File: src/rtl/fd_pkg.sv
// ----------------------------------------------------------------------------
// fd_pkg
//   Shared definitions for the fetch/decode stage:
//     - 5-bit opcode encodings (instr[31:27])
//     - instruction field bit positions
//     - 2-bit branch-history counter encodings, reset value and update rule
//     - opcode classification helper returning a packed flag struct
// ----------------------------------------------------------------------------
package fd_pkg;

   // Opcode field
   localparam int OP_MSB = 31;
   localparam int OP_LSB = 27;

   localparam logic [4:0] OP_J   = 5'b00001;
   localparam logic [4:0] OP_BNE = 5'b00010;
   localparam logic [4:0] OP_JAL = 5'b00011;
   localparam logic [4:0] OP_JR  = 5'b00100;
   localparam logic [4:0] OP_BLT = 5'b00110;
   localparam logic [4:0] OP_SW  = 5'b00111;
   localparam logic [4:0] OP_BEX = 5'b10110;

   // Register fields
   localparam int RB_MSB  = 26;   // second source for SW/JR/BNE/BLT
   localparam int RB_LSB  = 22;
   localparam int RA_MSB  = 21;   // first source, all formats
   localparam int RA_LSB  = 17;
   localparam int RT_MSB  = 16;   // second source for the remaining formats
   localparam int RT_LSB  = 12;

   // Immediate / target fields
   localparam int IMM_MSB = 16;   // 17-bit signed branch offset, bit 16 is the sign
   localparam int JT_MSB  = 26;   // 27-bit absolute jump target
   localparam int JT_W    = 27;
   localparam int IMM_W   = 17;

   // Branch-history counter encodings
   localparam logic [1:0] CTR_SNT   = 2'b00;   // strongly not-taken
   localparam logic [1:0] CTR_WNT   = 2'b01;   // weakly not-taken
   localparam logic [1:0] CTR_ST    = 2'b11;   // strongly taken
   localparam logic [1:0] CTR_RESET = CTR_WNT;
   localparam int         PRED_BIT  = 1;       // prediction is the counter MSB

   // Classified opcode
   typedef struct packed {
      logic jump;      // J
      logic jal;       // JAL
      logic cond_br;   // BNE or BLT
      logic jr;        // JR
      logic sw;        // SW
      logic bex;       // BEX
   } dec_flags_t;

   // Classify an opcode into the control flags used by the stage
   function automatic dec_flags_t decode_op(input logic [4:0] op);
      dec_flags_t f;
      f = '{default: 1'b0};
      case (op)
         OP_J:    f.jump    = 1'b1;
         OP_JAL:  f.jal     = 1'b1;
         OP_BNE:  f.cond_br = 1'b1;
         OP_BLT:  f.cond_br = 1'b1;
         OP_JR:   f.jr      = 1'b1;
         OP_SW:   f.sw      = 1'b1;
         OP_BEX:  f.bex     = 1'b1;
         default: f         = '{default: 1'b0};
      endcase
      return f;
   endfunction

   // Two-bit saturating counter step: +1 on taken, -1 on not-taken, clamped at 0 and 3
   function automatic logic [1:0] ctr_next(input logic [1:0] ctr, input logic taken);
      logic [1:0] nxt;
      if (taken) begin
         nxt = (ctr == CTR_ST) ? CTR_ST : (ctr + 2'b01);
      end else begin
         nxt = (ctr == CTR_SNT) ? CTR_SNT : (ctr - 2'b01);
      end
      return nxt;
   endfunction

endpackage

File: src/rtl/fd_bht.sv
// ----------------------------------------------------------------------------
// fd_bht
//   Table of 2-bit saturating branch-history counters. One combinational
//   lookup port and one registered update port. A lookup of the entry being
//   updated in the same cycle returns the pre-update value (the write lands
//   on the clock edge). All counters reset to weakly not-taken.
//
// Ports
//   clock       in   rising-edge clock
//   reset_n     in   asynchronous active-low reset
//   lookup_idx  in   entry read combinationally
//   upd_valid   in   apply an update this cycle
//   upd_idx     in   entry to update
//   upd_taken   in   resolved direction (1 = taken)
//   lookup_ctr  out  counter value at lookup_idx
// ----------------------------------------------------------------------------
module fd_bht
   import fd_pkg::*;
#(
   parameter int DEPTH = 16,
   parameter int IDX_W = $clog2(DEPTH)
) (
   input  logic             clock,
   input  logic             reset_n,
   input  logic [IDX_W-1:0] lookup_idx,
   input  logic             upd_valid,
   input  logic [IDX_W-1:0] upd_idx,
   input  logic             upd_taken,
   output logic [1:0]       lookup_ctr
);

   logic [1:0] ctr_r [DEPTH];

   // Counter storage: async clear to weakly not-taken, saturating update on resolve
   always_ff @(posedge clock or negedge reset_n) begin
      if (!reset_n) begin
         for (int i = 0; i < DEPTH; i++) begin
            ctr_r[i] <= CTR_RESET;
         end
      end else if (upd_valid) begin
         ctr_r[upd_idx] <= ctr_next(ctr_r[upd_idx], upd_taken);
      end
   end

   assign lookup_ctr = ctr_r[lookup_idx];

endmodule

File: src/rtl/fd_decode_stage.sv
// ----------------------------------------------------------------------------
// fd_decode_stage
//   Registered fetch/decode stage. Latches the fetched PC/instruction, decodes
//   register read addresses, resolves J/JAL targets and predicts BNE/BLT, and
//   issues a one-cycle fetch redirect for the first cycle an instruction sits
//   in the latch. The wrong-path instruction arriving behind a redirect is
//   discarded.
//
// Build option
//   FD_BHT_EN  defined:   dynamic prediction from a BHT indexed by the low PC
//                         bits, trained from execute (ex_upd_*).
//              undefined: no BHT; static backward-taken/forward-not-taken
//                         (prediction = sign bit of the branch offset);
//                         ex_upd_* are ignored.
//
// Ports
//   clock, reset_n              clock / async active-low reset
//   if_valid, if_pc, if_instr   fetch interface
//   stall                       hold latch contents
//   flush                       squash latch (wins over stall)
//   ex_upd_valid/pc/taken       resolved conditional branch from execute
//   dec_valid, dec_pc           latched instruction status / PC
//   dec_instr                   latched instruction (0 for J)
//   dec_pred_taken              prediction for a latched BNE/BLT
//   rd_addr_a, rd_addr_b        register-file read addresses
//   redirect_valid, redirect_pc fetch redirect
// ----------------------------------------------------------------------------
module fd_decode_stage
   import fd_pkg::*;
#(
   parameter int DATA_W     = 32,
   parameter int REG_ADDR_W = 5,
   parameter int BHT_DEPTH  = 16
) (
   input  logic                  clock,
   input  logic                  reset_n,
   input  logic                  if_valid,
   input  logic [DATA_W-1:0]     if_pc,
   input  logic [DATA_W-1:0]     if_instr,
   input  logic                  stall,
   input  logic                  flush,
   input  logic                  ex_upd_valid,
   input  logic [DATA_W-1:0]     ex_upd_pc,
   input  logic                  ex_upd_taken,
   output logic                  dec_valid,
   output logic [DATA_W-1:0]     dec_pc,
   output logic [DATA_W-1:0]     dec_instr,
   output logic                  dec_pred_taken,
   output logic [REG_ADDR_W-1:0] rd_addr_a,
   output logic [REG_ADDR_W-1:0] rd_addr_b,
   output logic                  redirect_valid,
   output logic [DATA_W-1:0]     redirect_pc
);

   // Latch state
   logic              dec_valid_r;
   logic [DATA_W-1:0] pc_r;
   logic [DATA_W-1:0] instr_r;
   logic              fresh_r;        // first cycle after a load
   logic              squash_pend_r;  // redirect happened under stall; drop next arrival
   logic              pred_hold_r;    // prediction frozen after the fresh cycle

   // Decode
   dec_flags_t        flags_s;
   logic              raw_pred_s;
   logic              pred_s;
   logic              redirect_s;
   logic [DATA_W-1:0] jmp_tgt_s;
   logic [DATA_W-1:0] br_off_s;
   logic [DATA_W-1:0] br_tgt_s;
   logic [DATA_W-1:0] one_s;
   logic [REG_ADDR_W-1:0] rd_b_s;

   assign flags_s = decode_op(instr_r[OP_MSB:OP_LSB]);

   // Prediction source
`ifdef FD_BHT_EN
   localparam int IDX_W = $clog2(BHT_DEPTH);
   logic [1:0] ctr_s;
   logic       unused_upd_s;

   fd_bht #(
      .DEPTH (BHT_DEPTH),
      .IDX_W (IDX_W)
   ) u_bht (
      .clock      (clock),
      .reset_n    (reset_n),
      .lookup_idx (pc_r[IDX_W-1:0]),
      .upd_valid  (ex_upd_valid),
      .upd_idx    (ex_upd_pc[IDX_W-1:0]),
      .upd_taken  (ex_upd_taken),
      .lookup_ctr (ctr_s)
   );

   assign raw_pred_s   = ctr_s[PRED_BIT];
   assign unused_upd_s = ^ex_upd_pc[DATA_W-1:IDX_W];
`else
   localparam int unused_depth = BHT_DEPTH;
   logic unused_upd_s;

   // Backward branches (negative offset) predicted taken
   assign raw_pred_s   = instr_r[IMM_MSB];
   assign unused_upd_s = ^{ex_upd_valid, ex_upd_pc, ex_upd_taken};
`endif

   // The BHT entry may be retrained while the branch sits stalled; the value
   // seen in the fresh cycle is the one that drove the redirect decision, so
   // it is the one reported for the rest of the instruction's stay.
   assign pred_s = fresh_r ? raw_pred_s : pred_hold_r;

   // Targets (pc + 1 + sext(imm17) wraps modulo 2^DATA_W)
   assign one_s     = {{(DATA_W-1){1'b0}}, 1'b1};
   assign jmp_tgt_s = {{(DATA_W-JT_W){1'b0}}, instr_r[JT_MSB:0]};
   assign br_off_s  = {{(DATA_W-IMM_W){instr_r[IMM_MSB]}}, instr_r[IMM_MSB:0]};
   assign br_tgt_s  = pc_r + one_s + br_off_s;

   assign redirect_s = dec_valid_r & fresh_r &
                       (flags_s.jump | flags_s.jal | (flags_s.cond_br & pred_s));

   // Second read address selection
   always_comb begin
      rd_b_s = '0;
      if (flags_s.bex) begin
         rd_b_s = {REG_ADDR_W{1'b1}};
      end else if (flags_s.sw | flags_s.jr | flags_s.cond_br) begin
         rd_b_s = REG_ADDR_W'(instr_r[RB_MSB:RB_LSB]);
      end else begin
         rd_b_s = REG_ADDR_W'(instr_r[RT_MSB:RT_LSB]);
      end
   end

   // Latch update. Priority: flush > stall > squash > load. A redirect that is
   // not stalled squashes the arrival on its own edge; one that is stalled
   // leaves squash_pend set so the first unstalled edge drops the arrival.
   always_ff @(posedge clock or negedge reset_n) begin
      if (!reset_n) begin
         dec_valid_r   <= 1'b0;
         pc_r          <= '0;
         instr_r       <= '0;
         fresh_r       <= 1'b0;
         squash_pend_r <= 1'b0;
      end else if (flush) begin
         dec_valid_r   <= 1'b0;
         fresh_r       <= 1'b0;
         squash_pend_r <= 1'b0;
      end else if (stall) begin
         fresh_r       <= 1'b0;
         if (redirect_s) begin
            squash_pend_r <= 1'b1;
         end
      end else if (squash_pend_r | redirect_s) begin
         dec_valid_r   <= 1'b0;
         fresh_r       <= 1'b0;
         squash_pend_r <= 1'b0;
      end else begin
         dec_valid_r   <= if_valid;
         pc_r          <= if_pc;
         instr_r       <= if_instr;
         fresh_r       <= 1'b1;
      end
   end

   // Freeze the prediction at the end of the fresh cycle
   always_ff @(posedge clock or negedge reset_n) begin
      if (!reset_n) begin
         pred_hold_r <= 1'b0;
      end else if (fresh_r) begin
         pred_hold_r <= raw_pred_s;
      end
   end

   // Outputs (combinational from the latch)
   assign dec_valid      = dec_valid_r;
   assign dec_pc         = pc_r;
   assign dec_instr      = flags_s.jump ? '0 : instr_r;
   assign dec_pred_taken = dec_valid_r & flags_s.cond_br & pred_s;
   assign rd_addr_a      = REG_ADDR_W'(instr_r[RA_MSB:RA_LSB]);
   assign rd_addr_b      = rd_b_s;
   assign redirect_valid = redirect_s;
   assign redirect_pc    = redirect_s ? (flags_s.cond_br ? br_tgt_s : jmp_tgt_s) : '0;

endmodule
File: config.mk
export PLATFORM = sky130hd
export DESIGN_NAME = fd_decode_stage
export DESIGN_NICKNAME = d
export VERILOG_FILES = /design/src/rtl/fd_pkg.sv /design/src/rtl/fd_bht.sv /design/src/rtl/fd_decode_stage.sv
export SDC_FILE = /design/constraint.sdc
export NUM_CORES = 1
export LEC_CHECK = 0
export BUFFER_PORTS_ARGS = -buffer_cell sky130_fd_sc_hd__buf_2
export CORE_AREA = 10 10 144 120
export CTS_CLUSTER_DIAMETER = 120
export DETAILED_ROUTE_END_ITERATION = 12
export DIE_AREA = 0 0 154 130
export PLACE_DENSITY = 0.58
export SLEW_MARGIN = 40
export SYNTH_ARGS = -nofsm -noshare
export SYNTH_HDL_FRONTEND = slang
export SYNTH_HIERARCHICAL = 1
export SYNTH_SLANG_ARGS = --single-unit
File: constraint.sdc
create_clock -name clock -period 3.1 [get_ports clock]
set_input_delay 0.155 -clock clock [delete_from_list [all_inputs] [get_ports clock]]
set_output_delay 0.155 -clock clock [all_outputs]
set_load 0.02 [all_outputs]
; After elaboration in Yosys (flattened, before gate mapping)
; Cells that the tools add are included.
[word_totals]
register_bits = 68
out_inout_bits = 109
input_bits = 103
[op_classes]
reduce_logical = 4
add_sub_neg = 2
n_bitwise = 13
eq_ne = 9
mux = 22
[ops]
columns = op, n
row1 = 32-bit 2-to-1 mux, 3
row2 = "32-bit by 1-bit adder with 32-bit output, second input constant", 1
row3 = 32-bit adder, 1
row4 = 1-bit 2-to-1 mux, 17
row5 = "5-bit by 3-bit == test with 1-bit output, second input constant", 3
row6 = "5-bit by 2-bit == test with 1-bit output, second input constant", 2
row7 = 5-bit 2-to-1 mux, 2
row8 = 1-bit bitwise AND, 5
row9 = "5-bit by 1-bit == test with 1-bit output, second input constant", 1
row10 = "5-bit == test, second input constant", 1
row11 = 1-bit bitwise OR, 5
row12 = "3-bit by 1-bit != test with 1-bit output, second input constant", 1
row13 = 1-bit NOT, 3
row14 = 3-bit AND reduction, 1
row15 = 3-bit nonzero test, 1
row16 = "2-bit by 1-bit != test with 1-bit output, second input constant", 1
row17 = 2-bit AND reduction, 1
row18 = 2-bit OR reduction, 1

; Longest topological paths before layout
; Gate-level depths: netlist of the first run.
[logic_depth]
word_depth = 10
ltp_mapped = 13

; Least setup slack after synthesis of the first run
; OpenSTA, ideal clock, no wires.
[synth_timing]
path_type = reg2out
startpoint = reg pc_r[0], in the netlist dec_pc[0]
endpoint = out redirect_pc[30]
path_buffers = 0
arrival_ps = 2996
stages_incl_launch_ff = 14
setup_slack_ps = -51
t_required_ps = 2945
cell_sequence = dfrtp_1 inv_1 ha_1 inv_1 fa_1 a21o_1 a221oi_2 nor3_2 or3_4 a41o_1 a21oi_4 o21ai_2 xnor2_1 nor2_1
[synth_via]
elab_chain_len = 4
[synth_rtl]
columns = item, line
row1 = "start, declared", fd_decode_stage.sv:57  ; logic [DATA_W-1:0] pc_r;
row2 = "start signal, assigned", fd_decode_stage.sv:157  ; pc_r <= if_pc;
row3 = 32-bit by 1-bit adder with 32-bit output, fd_decode_stage.sv:115  ; assign br_tgt_s = pc_r + one_s + br_off_s;
row4 = 32-bit adder, fd_decode_stage.sv:115
row5 = 32-bit 2-to-1 mux (2 in series), fd_decode_stage.sv:180  ; assign redirect_pc = redirect_s ? (flags_s.cond_br ? br_tgt_s : jmp_tgt_s) : '0;
row6 = "end, declared", fd_decode_stage.sv:52  ; output logic [DATA_W-1:0] redirect_pc
; Every way passes these cells.

; Worst setup path after layout of the first run
[layout_timing]
startpoint = reg instr_r[0]
endpoint = out redirect_pc[18]
[layout_via]
elab_chain_len = 3
[layout_rtl]
columns = item, line
row1 = "start, declared", fd_decode_stage.sv:58  ; logic [DATA_W-1:0] instr_r;
row2 = "start signal, assigned", fd_decode_stage.sv:158  ; instr_r <= if_instr;
row3 = 32-bit adder, fd_decode_stage.sv:115
row4 = 32-bit 2-to-1 mux (2 in series), fd_decode_stage.sv:180
; Every way passes these cells.

==> impl_results.md, run 1 <==
- Final hold viol count: 0
- Pwr/cell area: 639 nW/um2
- Wire length after detailed routing: 17,300 um
- Failing checks: setup timing
- Clk_lat worst skew: 0.35 ns
- H-tree depth: 3
- Headroom to the max-slew limit: 0.570
- Maximum number of pins on one net before global-route repair: 69
- Placeable core area: 14,600 um2
- Element type at the critical path end: primary output
- Vias in the first global route: 4,966
- Total Negative Setup Slacks: -1.87 ns
- Antenna violations before repair: 0
- TritonCTS buffer count: 9
- Crit Path Class: flip-flop to primary output
- Fill count: 1,410
- Routed WL per cell: 18.9 um
- Layout net count: 856
- Average cell area after synthesis: 9.43 um2
- Slew at the pin closest to its max-slew limit: 0.645 ns
- Total congestion overflow: 0
- Initial DRC Count: 219
- Total nets after synthesis: 660
- Floorplan die width: 154 um
- Total Power: 4.46 mW
- Register-to-Register Path Depth: 9
- Synthesis-to-layout area growth: 41.1%
- Mapped Cells: 525
- Slew Viols, Final: 0
- Total routing usage reported by global routing: 0.168
- Final critical path time including I/O delays and setup: 3.45 ns
- Maximum capacitance violations: 0
- Count of flip-flops with a built-in enable after synthesis: 0
- Sequential cell area fraction in the yosys report: 0.344
- Mapped Area: 4950 um2
- Highest achievable clock rate: 290 MHz
- Worst-case clock buffer depth: 2
- Floorplan die height: 130 um
- TritonCTS clock tree: done
- Register bit total from synthesis: 68
- Most common cell after layout, fill and taps aside: buf_2
- Arr. time, crit path: 3.29 ns
- Clk slew on worst S/H paths: 0.06 ns
- Boundary Pins: 212
- Clock sink count: 68
- Worst Skew: 0.00743 ns
- LEAKAGE: 3.34 nW
- Die Outline Area: 20,000 um2
- Most used cells in the layout excluding fill and tap cells: 156 x buf_2, 67 x dfrtp_1, 63 x mux2_2, 57 x nand2_1, 49 x buf_4
- Max IR drop VDD: 0.410 mV
- Top fanout value on the critical path: 3
- Vias per std cell: 5.10
- Final setup slack of the worst path: -0.347 ns
- Setup-violating endpoint count in the final report: 12
- Primary FF master, synth: dfrtp_1
- Length of the first detailed-routing pass in iterations: 5
- Final clock period utilization by the worst path: 1.11
- Count of cells along the worst hold path: 2
- Inserted Diodes: 0
- Result of the run: finished, violations left
- Number of remaining DRC errors: 0
- Starting density of the core: 0.340
- Hold WC Path Type: input port to flip-flop
- Crit start category: flip-flop
- Final cell utilization of the core: 0.480
- RSZ-0062 raised after global routing: yes
- Synth top area cells: dfrtp_1 34%, mux2_2 15%, ha_1 7.8%
- DR vias: 4,665
- First-pass GRT wire length: 27,100 um
- Storage cell area: 1700 um2
- Clock root cell: clkbuf_16
- IO Port Bufs: 177
- Cell variety after synth: 60
- Fraction of synthesis flops using an asynchronous set or reset pin: 1.00
- HPWL after DPL: 13,100 um
- Share of final-layout standard cells stronger than drive strength 1: 0.493
- Area of the multi-input gates: 3380 um2
- Cell row count: 40
- Leading area contributor after synthesis: dfrtp_1
- Data required time of the critical path: 2.94 ns
- Post-detailed-route count of antenna-violating nets: 0
- Global placement routability congestion: 0.843
- Count of warnings emitted by yosys: 6
- Share of the synthesized area in the top cell type: 0.344
critical path: stages (launching register included):
cell and delay (ns):
dfrtp_1 0.39, inv_2 0.09, ha_4 0.14, inv_2 0.04, fa_2 0.36, a21o_1 0.21, a221oi_4 0.33, nor3_4 0.08
or3_4 0.34, a41o_1 0.27, a21oi_4 0.22, xor2_1 0.19, o21ai_1 0.11, buf_4 0.18
synth_stat cells (all sizes together) (2+ instances only):
library cell and number:
dfrtp 68, mux2 64, nand2 58, a21oi 47
nor2b 35, ha 31, o21ai 22, nor2 21
a21o 20, clkbuf 19, buf 15, xnor2 15
nand3 13, inv 11, nand4 8, nor3 8
xor2 8, or3 6, mux2i 5, nand2b 4
a211oi 3, a221oi 3, a31oi 3, and3 3
o211ai 3, o21bai 3, a2111oi 2, a311oi 2
a31o 2, nand3b 2, o2111ai 2, o21a 2
area by class of cell:
cell class,instances,area share
Inverter,11,0.00591
Tap cell,189,0.0339
Sequential cell,68,0.244
Clock inverter,4,0.00681
Clock buffer,12,0.0367
Multi-Input combinational cell,412,0.484
Timing Repair Buffer,219,0.189
repair_timing:
action                     4_1_cts  5_1_grt
setup buffers                    8        4
pin swaps                       24       22
setup endpoints to repair       19       21
hold endpoints to repair        68        0
hold buffers                     1        0
gates resized for setup         63       35
logic make-up (layout without fill, tap and decap cells):
logic type,count (synthesis),count (layout),synth area share
AO/OA/AOI/OAI,124,124,0.166
adder cells (fa/ha/maj),32,32,0.0824
buffers and inverters,45,246,0.0400
AND/OR/NAND/NOR,164,164,0.171
flip-flops,68,68,0.344
XOR/XNOR,23,23,0.0407
multiplexers,69,69,0.156
metal layers:
metal  part of all wire  vias up  GRT usage
met4              0.011        0     0.0566
li1                   -     2281          -
met1               0.47     2234      0.216
met2               0.45      135      0.260
met5                  0        -          0
met3              0.064       15     0.0556
report_power, final:
group / internal, mW / total (mW) / switching, mW
registers: 1.02 / 1.17 / 0.155
logic: 1.01 / 2.22 / 1.21
clock network: 0.664 / 1.07 / 0.406
total: 2.69 / 4.46 / 1.77
through the flow:
stage          worst slack (ns)  instance area, um2  std cells  hold WS, ns
4_1_cts                  -0.403                6810        912      0.00983
3_3_place_gp            -0.0647                6190        888        0.328
5_1_grt                  -0.472                6980        915       0.0302
6_report                 -0.347                6980        915       0.0267
3_5_place_dp             -0.120                6190        888        0.220
2_1_floorplan           0.00818                4950        525       -0.141
worst paths after layout:
kind | startpoint | to | slack, ns
hold / removal | if_valid | dec_valid | 0.03
min in group asynchronous | reset_n | instr_r[11] | 0.40
max in group asynchronous | reset_n | instr_r[16] | 2.24
hold reg to reg | pred_hold_r | pred_hold_r | 0.52
setup / recovery | instr_r[0] | redirect_pc[18] | -0.35
setup reg to reg | instr_r[16] | instr_r[5] | 0.76
registers in the layout, indices dropped and copies added (netlist names):
name / cells
pred_hold_r: 1
squash_pend_r: 1
dec_valid: 1
fresh_r: 1
instr_r: 32
dec_pc: 32
Power figures use the tool's default switching activity.
==> run 2: changes to the inputs <==
--- a/config.mk
+++ b/config.mk
@@ -5,12 +5,14 @@
 export SDC_FILE = /design/constraint.sdc
 export NUM_CORES = 1
 export LEC_CHECK = 0
+export ABC_AREA = 1
 export BUFFER_PORTS_ARGS = -buffer_cell sky130_fd_sc_hd__buf_2
-export CORE_AREA = 10 10 144 120
+export CORE_AREA = 10 10 154 128
 export CTS_CLUSTER_DIAMETER = 120
 export DETAILED_ROUTE_END_ITERATION = 12
-export DIE_AREA = 0 0 154 130
-export PLACE_DENSITY = 0.58
+export DIE_AREA = 0 0 164 138
+export PLACE_DENSITY = 0.56
+export RECOVER_POWER = 50
 export SLEW_MARGIN = 40
 export SYNTH_ARGS = -nofsm -noshare
 export SYNTH_HDL_FRONTEND = slang
==> impl_results.md, run 2 <==
- Total congestion overflow: 0 (unchanged)
- Internal Pwr Total: 2.10 mW (-22%)
- Placeable core area: 16,800 um2 (+15%)
- Inserted Diodes: 0 (unchanged)
- Cell variety after synth: 33 (-45%)
- Leading area contributor after synthesis: dfrtp_1
- Simple-Gate Fraction of Synth Area: 0.367 (+0.196)
- Synth top area cells: dfrtp_1 30%, nand2_1 24%, inv_1 11%
- Slew at the pin closest to its max-slew limit: 1.80 ns (+1.15 ns)
- Share of total power consumed by net switching: 0.445 (+0.0480)
- Headroom to the max-slew limit: -0.200 (-0.769)
- Share of final-layout standard cells stronger than drive strength 1: 0.148 (-0.345)
- Total routing usage reported by global routing: 0.181 (+0.0128)
- Hold WC Path Type: input port to flip-flop
- Top fanout value on the critical path: 4 (+1)
- RSZ-0062 raised after global routing: no
- Most used cells in the layout excluding fill and tap cells: 368 x nand2_1, 164 x inv_1, 128 x buf_2, 91 x nor2_1, 67 x dfrtp_1
- LEAKAGE: 4.18 nW (+25%)
- Clock sink count: 68 (unchanged)
- H-tree depth: 3 (unchanged)
- TritonCTS clock tree: done
- Dominant combinational cell family by area after synthesis: simple AND/OR/NAND/NOR gates
- Number of remaining DRC errors: 0 (unchanged)
- Average cell area after synthesis: 6.02 um2 (-36%)
- Worst-case clock buffer depth: 2 (unchanged)
- Reg power frac: 0.295 (+0.032)
- Cell row count: 43 (+7.5%)
- Final critical path time including I/O delays and setup: 2.89 ns (-0.561 ns)
- Length of the first detailed-routing pass in iterations: 5 (unchanged)
- Most common cell after layout, fill and taps aside: nand2_1
- IO Port Bufs: 177 (unchanged)
- Global placement routability congestion: 0.931 (+10%)
- Mapped Area: 5710 um2 (+15%)
- Result of the run: finished, violations left
- Max IR drop VDD: 0.299 mV (-27%)
- Floorplan die width: 164 um (+6.5%)
- Area of the multi-input gates: 3240 um2 (-4.0%)
- TritonCTS buffer count: 9 (unchanged)
- Die Outline Area: 22,600 um2 (+13%)
- Final clock period utilization by the worst path: 0.931 (-0.181)
- Final hold viol count: 0 (unchanged)
- First-pass GRT wire length: 33,000 um (+22%)
- Vias per std cell: 4.61 (-9.7%)
- Cell with the most instances after synthesis: nand2_1
- # placed instances: 1,328 (+50%)
- Routed WL per cell: 15.1 um (-20%)
- Worst Skew: 0.00799 ns (+0.000558 ns)
- Clock root cell: clkbuf_16
- Power share of the clock group: 0.266 (+0.026)
- Element type at the critical path end: primary output
- Mapped Cells: 949 (+81%)
- Adder-cell share of the synthesized area: 0.0714 (-0.0110)
- Count of flip-flops with a built-in enable after synthesis: 0 (unchanged)
- Data required time of the critical path: 2.94 ns (about the same)
- Wire length after detailed routing: 20,600 um (+19%)
- Share of the synthesized area in the top cell type: 0.298 (-0.0461)
- Post-synth top cells: 369 x nand2_1, 163 x inv_1, 92 x nor2_1
- Share of the synthesized area in compound gates (AO/OA/AOI/OAI): 0.106 (-0.0595)
- Slew Viols, Final: 69 (+69)
- Floorplan die height: 138 um (+6.2%)
- Arr. time, crit path: 2.73 ns (-0.56 ns)
- Vias in the first global route: 6,201 (+25%)
- Primary FF master, synth: dfrtp_1
- Number of standard cells in the layout, taps in and fillers out: 1,361 (+49%)
- Failing checks: capacitance limit, slew limit
- Crit Path Class: flip-flop to primary output
- Clk slew on worst S/H paths: 0.06 ns (about the same)
- Count of warnings emitted by yosys: 6 (unchanged)
- Fill count: 1,922 (+36%)
- Boundary Pins: 212 (unchanged)
- Clk_lat worst skew: 0.35 ns (about the same)
- Net switching power of the design: 1.68 mW (-4.9%)
- Fraction of synthesis flops using an asynchronous set or reset pin: 1.00 (unchanged)
- Highest achievable clock rate: 347 MHz (+19%)
- Fraction of synthesized cell area in xor and xnor cells: 0.0184 (-0.0223)
- Total nets after synthesis: 1,084 (+64%)
- Antenna violations before repair: 3 (+3)
- Storage cell area: 1700 um2 (unchanged)
- Starting density of the core: 0.340 (+0.000638)
- Synthesis-to-layout area growth: 25.8%
- Combinational Power Share: 0.439 (-0.058)
- Register bit total from synthesis: 68 (unchanged)
- Maximum capacitance violations: 1 (+1)
- Post-detailed-route count of antenna-violating nets: 0 (unchanged)
- HPWL after DPL: 16,500 um (+26%)
- Setup-violating endpoint count in the final report: 0 (-12)
- DR vias: 6,269 (+34%)
- Maximum number of pins on one net before global-route repair: 83 (+20%)
- Mux cell area share after synthesis: 0 (-0.156)
- Sequential cell area fraction in the yosys report: 0.298 (-0.0461)
- Crit start category: flip-flop
- Total Negative Setup Slacks: 0 ns (+1.87 ns)
- Final cell utilization of the core: 0.428 (-0.0513)
- Pwr/cell area: 526 nW/um2 (-18%)
- Layout net count: 1,266 (+48%)
- Initial DRC Count: 453 (+110%)
run 2: changes by cell type after synthesis, moves of 5 or more:
cell	change
nor2b_1	-35
nand2_1	+311
mux2_2	-64
nor2_1	+71
clkbuf_1	-6
inv_1	+153
mux2i_1	-5
o21ai_0	+36
a21o_1	-20
nand3_1	+25
xnor2_1	-13
or3_1	-5
a21oi_1	+5
run 2: power groups by stage:
stage	Sequential [mW]	Clock [mW]	Combinational, mW
after global routing	1.14	1.07	1.88
after CTS	1.12	1.04	1.68
final	1.12	1.01	1.66
after detailed placement	1.13	0	1.65
after floorplan	1.17	0	1.08
after global placement	1.13	0	1.65
run 2: worst max-delay path: stages (launching register included):
cell and delay (ns):
dfrtp_1 0.38, inv_1 0.10, ha_1 0.17, inv_1 0.10
fa_1 0.43, nand2_1 0.11, nand3_1 0.10, nand3_1 0.10
nand2_2 0.11, nand2_1 0.08, nand2_1 0.09, nand2_1 0.07
nand2_1 0.13, nand2_1 0.09, nand2_1 0.05, nor2_1 0.11
buf_2 0.17
run 2: stage by stage:
stage	instance area [um2]	setup slack (ns)	power [mW]	hold WS, ns
2_1_floorplan	5710	0.884	2.25	-0.141
3_3_place_gp	6790	0.521	2.78	0.344
3_5_place_dp	6790	0.401	2.79	0.209
4_1_cts	7250	0.0187	3.84	0.0000183
5_1_grt	7190	0.00821	4.09	0.00994
6_report	7190	0.214	3.78	0.00945
run 2: cell families after synthesis:
logic type,count (synthesis)
and+or+nand+nor,525
buffers and inverters,196
AOI/OAI and AO/OA,116
DFF,68
adders and majority gates,32
xor gates and xnor gates,12
run 2: path summary, 6_finish.rpt:
kind,startpoint,to,slack (ns),cells after the start
worst max register to register,instr_r[27],instr_r[14],0.58,11
max in group asynchronous,reset_n,instr_r[16],1.08,2
worst min register to register,dec_pc[16],dec_pc[16],0.51,2
worst min-delay path,if_pc[23],dec_pc[23],0.009,3
worst max-delay path,instr_r[0],redirect_pc[28],0.21,16
min in group asynchronous,reset_n,dec_pc[6],0.84,2
run 2: what timing repair did:
item	4_1_cts	5_1_grt
hold buffers	17	0
setup endpoints to repair	0	10
resized for setup	0	8
setup buffers	0	0
endpoints found under the hold margin	84	0
run 2: layout make-up:
class	instances	area share
well taps	225	0.0392
clock inverters	6	0.00679
repair buffers	202	0.147
clock buffers	10	0.0332
inverters	165	0.0861
multi-input cells	685	0.451
flip-flops and latches	68	0.237
run 2: per-layer routing:
| layer | up-vias | track usage | part of all wire |
|---|---|---|---|
| met5 | - | 0 | 0.00068 |
| li1 | 3267 | - | - |
| met4 | 4 | 0.0413 | 0.012 |
| met3 | 19 | 0.0760 | 0.10 |
| met1 | 2777 | 0.242 | 0.47 |
| met2 | 202 | 0.264 | 0.41 |
==> run 3: changes to the inputs <==
--- a/config.mk
+++ b/config.mk
@@ -7,12 +7,13 @@
 export LEC_CHECK = 0
 export ABC_AREA = 1
 export BUFFER_PORTS_ARGS = -buffer_cell sky130_fd_sc_hd__buf_2
-export CORE_AREA = 10 10 154 128
+export CORE_AREA = 10 10 130 108
 export CTS_CLUSTER_DIAMETER = 120
 export DETAILED_ROUTE_END_ITERATION = 12
-export DIE_AREA = 0 0 164 138
-export PLACE_DENSITY = 0.56
+export DIE_AREA = 0 0 140 118
+export PLACE_DENSITY = 0.78
 export RECOVER_POWER = 50
+export SETUP_SLACK_MARGIN = 0.1
 export SLEW_MARGIN = 40
 export SYNTH_ARGS = -nofsm -noshare
 export SYNTH_HDL_FRONTEND = slang
==> impl_results.md, run 3 (synthesis results as in run 2) <==
- Result of the run: finished, violations left
- Failing checks: capacitance limit, slew limit
- Crit start category: flip-flop
- Synthesis-to-layout area growth: 22.5%
- TritonCTS buffer count: 9 (unchanged)
- Post-detailed-route count of antenna-violating nets: 0 (unchanged)
- Most used cells in the layout excluding fill and tap cells: 368 x nand2_1, 162 x inv_1, 125 x buf_2, 90 x nor2_1, 68 x dfrtp_1
- Register-to-Register Path Depth: 11 (unchanged)
- Final clock period utilization by the worst path: 0.903 (-0.0283)
- Boundary Pins: 212 (unchanged)
- Floorplan die width: 140 um (-15%)
- Max IR drop VDD: 0.305 mV (+2.0%)
- Slew at the pin closest to its max-slew limit: 1.72 ns (-0.0840 ns)
- Share of final-layout standard cells stronger than drive strength 1: 0.154 (+0.00582)
- Headroom to the max-slew limit: -0.144 (+0.0560)
- Routed WL per cell: 15.4 um (+1.6%)
- Worst setup endpoint: redirect_pc[19]
- Initial DRC Count: 622 (+37%)
- Placeable core area: 11,400 um2 (-32%)
- LEAKAGE: 4.12 nW (-1.4%)
- Worst Skew: 0.00558 ns (-0.00241 ns)
- Setup-violating endpoint count in the final report: 0 (unchanged)
- Final cell utilization of the core: 0.615 (+0.186)
- Starting density of the core: 0.502 (+0.161)
- Worst-case clock buffer depth: 2 (unchanged)
- Vias per std cell: 5.00 (+8.6%)
- Routed met1 length: 8580 um (-11%)
- Met2 layer wire length in the routed design: 8310 um (-2.7%)
- First-pass GRT wire length: 30,800 um (-6.4%)
- Maximum number of pins on one net before global-route repair: 98 (+18%)
- TritonCTS clock tree: done
- # placed instances: 1,250 (-5.9%)
- Antenna violations before repair: 0 (-3)
- Hold WC Path Type: input port to flip-flop
- Final hold viol count: 0 (unchanged)
- H-tree depth: 3 (unchanged)
- Inserted Diodes: 0 (unchanged)
- Element type at the critical path end: primary output
- Length of the first detailed-routing pass in iterations: 5 (unchanged)
- Clock root cell: clkbuf_16
- Reg-to-reg slack, setup: 0.65 ns (+0.07 ns)
- Total Power: 3.95 mW (+4.5%)
- Arr. time, crit path: 2.64 ns (-0.09 ns)
- Crit Path Class: flip-flop to primary output
- Number of remaining DRC errors: 0 (unchanged)
- Wire length after detailed routing: 19,500 um (-5.4%)
- Total congestion overflow: 0 (unchanged)
- Die Outline Area: 16,500 um2 (-27%)
- Top fanout value on the critical path: 15 (+11)
- HPWL after DPL: 15,500 um (-6.2%)
- Total routing usage reported by global routing: 0.227 (+0.0465)
- Total setup buffers inserted after CTS: 0 (unchanged)
- Final critical path time including I/O delays and setup: 2.80 ns (-0.0876 ns)
- Data required time of the critical path: 2.94 ns (about the same)
- IO Port Bufs: 177 (unchanged)
- Slew Viols, Final: 69 (unchanged)
- Total Negative Setup Slacks: 0 ns (unchanged)
- Global placement routability congestion: 0.968 (+4.0%)
- Clock sink count: 68 (unchanged)
- Number of standard cells in the layout, taps in and fillers out: 1,267 (-6.9%)
- Reg2Reg Capture Point: dec_pc[25]
- Cells traversed along the worst timing path: buf_6, ha_2, nand2_1, nor2_1, inv_1, nor2_1, nand4_1, nand3_1, nand2_1, nand3_1, nand2_1, inv_1, buf_2
- Worst flop-to-flop path startpoint: instr_r[27]
- Amount of wire on met3 after detailed routing: 2270 um (+6.9%)
- Worst slack at placement: 0.583 ns (+0.181 ns)
- Vias in the first global route: 6,036 (-2.7%)
- Cell row count: 35 (-19%)
- Most common cell type on the critical path: nand2_1
- Floorplan die height: 118 um (-14%)
- Fill count: 1,158 (-40%)
- Highest achievable clock rate: 357 MHz (+3.1%)
- Clk slew on worst S/H paths: 0.06 ns (about the same)
- Maximum capacitance violations: 1 (unchanged)
- Startpoint of the worst setup timing path: instr_r[16]
- RSZ-0062 raised after global routing: yes
- DR vias: 6,339 (+1.1%)
- Final setup slack of the worst path: 0.302 ns (+0.0876 ns)
- Clk_lat worst skew: 0.34 ns (about the same)
- Max stage delay cell, worst path: dfrtp_1
- Pwr/cell area: 565 nW/um2 (+7.3%)
- Top layer reached by signal wires: met4
- Most common cell after layout, fill and taps aside: nand2_1
- Maximum single-stage delay on the critical path: 0.45 ns (+0.02 ns)
- Layout net count: 1,249 (-1.3%)
[run 3: cell count changes in the layout (fill, tap and decap cells not counted), moves of 2 or more]
cell,delta
dlygate4sd3_1,-16
ha_2,+6
ha_1,-5
buf_2,-3
clkbuf_1,+3
buf_4,-2
bufinv_16,+2
inv_1,-2
inv_2,+2
o21ai_0,+2
o21ai_1,-2
[run 3: worst min-delay path by stage]
stage / from / endpoint / slack [ns] / cells past startpoint
2_1_floorplan: reset_n / dec_pc[0] / -0.14 / 0
3_3_place_gp: if_pc[20] / dec_pc[20] / 0.35 / 3
4_1_cts: if_pc[12] / dec_pc[12] / 0.001 / 3
3_5_place_dp: reset_n / dec_pc[7] / 0.29 / 2
6_report: if_pc[12] / dec_pc[12] / 0.003 / 3
5_1_grt: if_pc[11] / dec_pc[11] / 0.01 / 3
[run 3: worst max-delay path: cells and delay by family (launching register included)]
kind | cells | cell delay [ns]
buf+inv | 4 | 0.48
fa+ha+maj | 1 | 0.41
simple gates | 8 | 0.95
flops | 1 | 0.45
[run 3: final cells by class]
cell class,instances,area (um2),area share
Clock buffer,11,253,0.0361
Clock inverter,5,83.8,0.0120
Inverter,165,619,0.0885
Multi-Input combinational cell,685,3260,0.465
Sequential cell,68,1700,0.243
Tap cell,148,185,0.0265
Timing Repair Buffer,185,901,0.129
[run 3: layer usage]
metal | up-vias | track usage
met2 | 262 | 0.343
met4 | 0 | 0.0580
met3 | 27 | 0.0976
met5 | - | 0
li1 | 3234 | -
met1 | 2816 | 0.291
[run 3: through the flow]
stage / hold WS (ns) / area (um2)
after floorplan: -0.141 / 5710
final: 0.00331 / 7000
after CTS: 0.00127 / 7030
after detailed placement: 0.292 / 6690
after global placement: 0.354 / 6680
after global routing: 0.0141 / 7000
[run 3: power breakdown]
group	switching, mW	internal (mW)
Combinational	1.14	0.519
Clock	0.437	0.750
Sequential	0.108	1.00
Total	1.68	2.27
[run 3: timing repair]
action	4_1_cts	5_1_grt
gates resized for setup	0	14
hold buffers	1	0
setup endpoints to repair	0	11
hold endpoints to repair	68	0
